--- src/rtl/riscv_pkg.sv ---
`default_nettype none
// ============================================================================
//  Module   : riscv_pkg
//  Purpose  : Shared pipeline encodings for the RISC-V core: write-back
//             source selects, EX-stage operand forward selects, and the
//             shadow record the hazard unit keeps for in-flight instructions.
//  Revision : 1.0  initial release
// ============================================================================
package riscv_pkg;

  // Write-back source select
  localparam logic [1:0] WB_DMEM  = 2'b00;
  localparam logic [1:0] WB_ALU   = 2'b01;
  localparam logic [1:0] WB_PC4   = 2'b10;

  // EX-stage operand forward select
  localparam logic [1:0] FWD_NONE = 2'b00;
  localparam logic [1:0] FWD_WB   = 2'b01;
  localparam logic [1:0] FWD_MEM  = 2'b10;

  // Minimal view of an in-flight instruction, enough to detect producers
  typedef struct packed {
    logic       valid;
    logic [4:0] rd;
    logic       regwrite;
    logic [1:0] wbsel;
  } shadow_t;

  // True when the shadowed instruction will write register r (x0 never counts)
  function automatic logic produces(input shadow_t s, input logic [4:0] r);
    return s.valid && s.regwrite && (s.rd == r) && (r != 5'd0);
  endfunction

endpackage
`default_nettype wire

--- src/rtl/hazard_perf_ctr.sv ---
`default_nettype none
// ============================================================================
//  Module   : hazard_perf_ctr
//  Purpose  : Saturating event counter; holds at all-ones once reached.
//  Ports    : clk    - rising-edge clock
//             rst_n  - asynchronous active-low reset, clears count
//             inc    - count one event this cycle
//             count  - current count value
//  Revision : 1.0  initial release
// ============================================================================
module hazard_perf_ctr #(
  parameter int WIDTH = 32
) (
  input  logic             clk,
  input  logic             rst_n,
  input  logic             inc,
  output logic [WIDTH-1:0] count
);

  logic [WIDTH-1:0] count_q;
  logic [WIDTH-1:0] count_d;

  always_comb begin
    count_d = count_q;
    if (inc && (count_q != {WIDTH{1'b1}})) begin
      count_d = count_q + {{(WIDTH-1){1'b0}}, 1'b1};
    end
  end

  always_ff @(posedge clk or negedge rst_n) begin
    if (!rst_n) begin
      count_q <= '0;
    end else begin
      count_q <= count_d;
    end
  end

  assign count = count_q;

endmodule
`default_nettype wire

--- src/rtl/hazard_fwd_unit.sv ---
`default_nettype none
// ============================================================================
//  Module   : hazard_fwd_unit
//  Purpose  : Data-hazard detection and operand forwarding for a 5-stage
//             pipeline. Tracks shadow copies of the EX and MEM instructions,
//             decides the forward selects for the instruction in ID (applied
//             one cycle later when it reaches EX), and raises stall/bubble on
//             load-use and store-data hazards and flush/bubble on redirects.
//  Ports    : clk, rst_n                    - clock, async active-low reset
//             id_*                          - decoded ID-stage instruction
//             ex_redirect                   - taken branch/jump from EX
//             fwd_a, fwd_b                  - registered EX operand selects
//             stall, bubble, flush          - pipeline control
//             perf_stalls, perf_flushes     - only with HAZARD_PERF_EN
//  Config   : define HAZARD_PERF_EN to add saturating stall/flush counters.
//  Revision : 1.0  initial release
// ============================================================================
module hazard_fwd_unit
  import riscv_pkg::*;
(
  input  logic        clk,
  input  logic        rst_n,
  input  logic        id_valid,
  input  logic [4:0]  id_rs1,
  input  logic [4:0]  id_rs2,
  input  logic [4:0]  id_rd,
  input  logic        id_regwrite,
  input  logic [1:0]  id_wbsel,
  input  logic        id_asel,
  input  logic        id_bsel,
  input  logic        id_store,
  input  logic        ex_redirect,
  output logic [1:0]  fwd_a,
  output logic [1:0]  fwd_b,
  output logic        stall,
  output logic        bubble,
  output logic        flush
`ifdef HAZARD_PERF_EN
  ,
  output logic [31:0] perf_stalls,
  output logic [31:0] perf_flushes
`endif
);

  shadow_t    ex_q, ex_d;
  shadow_t    mem_q, mem_d;
  logic [1:0] fwd_a_q, fwd_a_d;
  logic [1:0] fwd_b_q, fwd_b_d;

  logic use_a, use_b;
  logic ex_a, ex_b, mem_a, mem_b;
  logic load_use, store_haz, stall_int;

  always_comb begin
    // Operands sourced from PC/imm never need forwarding
    use_a = id_valid && !id_asel;
    use_b = id_valid && !id_bsel;

    ex_a  = produces(ex_q, id_rs1);
    ex_b  = produces(ex_q, id_rs2);
    mem_a = produces(mem_q, id_rs1);
    mem_b = produces(mem_q, id_rs2);

    // Only ALU results exist at the end of EX; loads and PC+4 must wait
    load_use = (use_a && ex_a && (ex_q.wbsel != WB_ALU)) ||
               (use_b && ex_b && (ex_q.wbsel != WB_ALU));

    // Store data is read from the register file, not the forward muxes, so
    // any pending writer of rs2 must retire first (WB is write-first)
    store_haz = id_valid && id_store && (ex_b || mem_b);

    // A redirect kills the ID instruction, so its hazards are moot
    stall_int = (load_use || store_haz) && !ex_redirect;

    fwd_a_d = FWD_NONE;
    fwd_b_d = FWD_NONE;
    if (!stall_int && !ex_redirect) begin
      if (use_a) begin
        if (ex_a)       fwd_a_d = FWD_MEM;
        else if (mem_a) fwd_a_d = FWD_WB;
      end
      if (use_b) begin
        if (ex_b)       fwd_b_d = FWD_MEM;
        else if (mem_b) fwd_b_d = FWD_WB;
      end
    end

    mem_d = ex_q;
    ex_d  = '0;
    if (id_valid && !stall_int && !ex_redirect) begin
      ex_d.valid    = 1'b1;
      ex_d.rd       = id_rd;
      ex_d.regwrite = id_regwrite;
      ex_d.wbsel    = id_wbsel;
    end
  end

  always_ff @(posedge clk or negedge rst_n) begin
    if (!rst_n) begin
      ex_q    <= '0;
      mem_q   <= '0;
      fwd_a_q <= FWD_NONE;
      fwd_b_q <= FWD_NONE;
    end else begin
      ex_q    <= ex_d;
      mem_q   <= mem_d;
      fwd_a_q <= fwd_a_d;
      fwd_b_q <= fwd_b_d;
    end
  end

  // Gate with rst_n so a redirect seen while held in reset stays silent
  assign stall  = stall_int && rst_n;
  assign flush  = ex_redirect && rst_n;
  assign bubble = stall || flush;
  assign fwd_a  = fwd_a_q;
  assign fwd_b  = fwd_b_q;

`ifdef HAZARD_PERF_EN
  hazard_perf_ctr #(.WIDTH(32)) u_stall_ctr (
    .clk   (clk),
    .rst_n (rst_n),
    .inc   (stall),
    .count (perf_stalls)
  );

  hazard_perf_ctr #(.WIDTH(32)) u_flush_ctr (
    .clk   (clk),
    .rst_n (rst_n),
    .inc   (flush),
    .count (perf_flushes)
  );
`endif

endmodule
`default_nettype wire

--- config.mk ---
export PLATFORM = sky130hd
export DESIGN_NAME = hazard_fwd_unit
export DESIGN_NICKNAME = d
export VERILOG_FILES = /design/src/rtl/riscv_pkg.sv /design/src/rtl/hazard_perf_ctr.sv /design/src/rtl/hazard_fwd_unit.sv
export SDC_FILE = /design/constraint.sdc
export NUM_CORES = 1
export LEC_CHECK = 0
export CORE_MARGIN = 1.5
export CORE_UTILIZATION = 40
export DETAILED_ROUTE_END_ITERATION = 12
export DONT_BUFFER_PORTS = 1
export GPL_TIMING_DRIVEN = 0
export PLACE_DENSITY = 0.6
export SYNTH_ARGS = -nofsm -noshare
export SYNTH_HDL_FRONTEND = slang
export SYNTH_SLANG_ARGS = --single-unit
--- constraint.sdc ---
create_clock -name clk -period 2.3 [get_ports clk]
set_input_delay 0.46 -clock clk [delete_from_list [all_inputs] [get_ports clk]]
set_output_delay 0.46 -clock clk [all_outputs]
set_load 0.02 [all_outputs]
==> reports/summary.txt <==
Clk Latency, worst-skew pair -> 0.30 ns
Sequential element share of the synthesized area -> 50.4%
Ant diodes -> 0
Worst-path cell chain -> xor2_1 > nor4_1 > nand3_1 > o22a_2 > a211oi_4
Critical-path top delay cell -> dfrtp_1
Clock skew -> 0.00324 ns
Ratio of final minimum period to clock period -> 111%
First-pass detailed-route iteration total -> 4
Antenna violations before repair -> 0
FMAX -> 0.391 GHz
Clock transition at path regs -> 0.11 ns
Post-route ant nets -> 0
CP Class -> reg -> out
Syn Nets -> 123
DP HPWL -> 1580 um
# port buffers -> 0
WL final -> 2190 um
Hold Crit Class -> in -> reg
Die Wd -> 52.8 um
Drt drc -> 0
Unique masters post-synth -> 22
Worst-margin pin slew -> 0.875 ns
Core box area -> 0.00228 mm^2
Max-Cap Viols -> 0
Crit. End Element -> output port
Core Util, Final -> 49.1%
Final net count -> 132
Die Ht -> 52.8 um
GPL Wtd Cong -> 0.736
Most common cell after layout, fill and taps aside -> dfrtp_1
Clock sinks -> 20
Final number of setup-violating endpoints -> 2
# H-tree levels -> 1
Critical path arrival -> 2.10 ns
Root Buffer -> clkbuf_4
Row Count -> 17
CP max stage delay -> 0.44 ns
Synth Cell Area -> 993 um^2
Peak VDD IR -> 0.357 mV
TritonCTS clock tree -> built
Routed via count -> 731
Initial Util -> 43.7%
Post-route setup slack -> -0.257 ns
GRT Util Overall -> 18.0%
Fin area -> 0.00112 mm^2
Setup WS pre-CTS -> -0.0878 ns
Fin. max-slew vios -> 0
Die area -> 0.00279 mm^2
Total congestion overflow -> 0
Most frequent cells in the layout -> 20 x dfrtp_1, 15 x xor2_1, 12 x inv_1
Final hold violations -> 0
Fin crit period -> 2.56 ns
Sum Neg Setup Slack -> -0.485 ns
Mean Syn Cell Area -> 10.1 um^2
Yosys Warn Count -> 0
Area Growth Syn to Fin -> 12.5%
Routed vias/inst -> 5.46
LEAKAGE -> 0.513 nW
Status -> complete, but fails checks
Number of synthesized register bits -> 20
Fill cells -> 200
Vias in the first global route -> 782
WL/cell -> 16.3 um
Cells after Synth -> 98
Crit-path max FO -> 3
Post-DP Area -> 0.00103 mm^2
Drt initial violations -> 15
Worst Setup Start Kind -> flop
PD cells -> 581 mW/mm^2
Num CTS Buffers -> 3
Final Power -> 0.649 mW
CTS max path bufs -> 2
First-pass GRT wire length -> 3550 um
Worst endpoint required time -> 1.84 ns
Worst relative slew slack -> 41.5%
Ports -> 32
Share of cells above drive strength 1 -> 14.2%
RSZ-0062 raised after global routing -> yes
Largest net degree at the start of global routing -> 21
Failing checks -> negative setup slack
## kinds of logic after synthesis
group / synth area share (%)
buffers and inverters: 6.17
xor gates and xnor gates: 17.6
AOI/OAI and AO/OA: 7.18
and+or+nand+nor: 18.6
DFF: 50.4
## cell usage after synthesis (all sizes together)
cell	count	area, um^2
a211oi	2	20.0
a21oi	2	10.0
a31oi	1	6.26
buf	2	16.3
dfrtp	20	500
inv	12	45.0
nand2	5	18.8
nand3	3	15.0
nand4	3	18.8
nand4b	1	8.76
nor2	5	18.8
nor3	11	55.1
nor4	6	43.8
o21ai	2	10.0
o221ai	1	15.0
o22a	1	10.0
or3	1	6.26
xnor2	5	43.8
xor2	15	131
## critical path, delay by kind of cell, from the launching register on
kind | cells | cell delay (ns)
compound gates | 2 | 0.65
flops | 1 | 0.44
simple gates | 2 | 0.54
xor+xnor | 1 | 0.18
## layout make-up
class / instances / area [um^2] / area share [%]
clock buffer: 4 / 36.3 / 3.25
tap: 28 / 35.0 / 3.14
buffer: 2 / 16.3 / 1.46
sequential: 20 / 500 / 44.8
multi-input combinational: 64 / 452 / 40.4
timing repair buffer: 4 / 32.5 / 2.91
inverter: 12 / 45.0 / 4.03
## state kept, by name (all words and copies together) (netlist names)
| signal | flops |
|---|---|
| mem_q | 7 |
| fwd_a | 2 |
| fwd_b | 2 |
| ex_q | 9 |
## metal layers
layer / wire length (um) / global-route usage, % / up-vias
met3: 118 / 4.29 / 2
met4: 14 / 5.13 / 0
met1: 910 / 21.5 / 361
li1: - / - / 347
met2: 1140 / 31.9 / 21
met5: 0 / 0 / -
## metrics by stage
stage               std cells  hold WS [ns]
floorplan                  98         0.164
global placement          126         0.165
detailed placement        126         0.165
CTS                       134         0.212
global route              134         0.195
finish                    134         0.213
## path summary, 6_finish.rpt
path | startpoint | end | slack, ns | cells after the start
worst max-delay path | ex_q[6] | stall | -0.26 | 5
worst min-delay path | id_bsel | fwd_b[0] | 0.21 | 1
worst max register to register | ex_q[6] | ex_q[4] | 0.33 | 7
worst min register to register | ex_q[8] | mem_q[8] | 0.42 | 0
max in group asynchronous | rst_n | ex_q[7] | 1.05 | 1
min in group asynchronous | rst_n | fwd_a[0] | 0.71 | 1
## what timing repair did
| item | CTS | global route |
|---|---|---|
| resized for setup | 3 | 0 |
| hold endpoints to repair | 20 | 0 |
| setup buffers | 3 | 0 |
| hold buffers | 1 | 0 |
| pin swaps | 6 | 4 |
| setup endpoints to repair | 2 | 2 |
| cloned | 0 | 0 |
## report_power, final
group	switching [mW]	internal (mW)	total (mW)
sequential	0.00962	0.363	0.372
clock	0.108	0.0965	0.204
combinational	0.0428	0.0293	0.0722
total	0.160	0.488	0.649
Note: power is estimated with default switching activity, not from simulation.
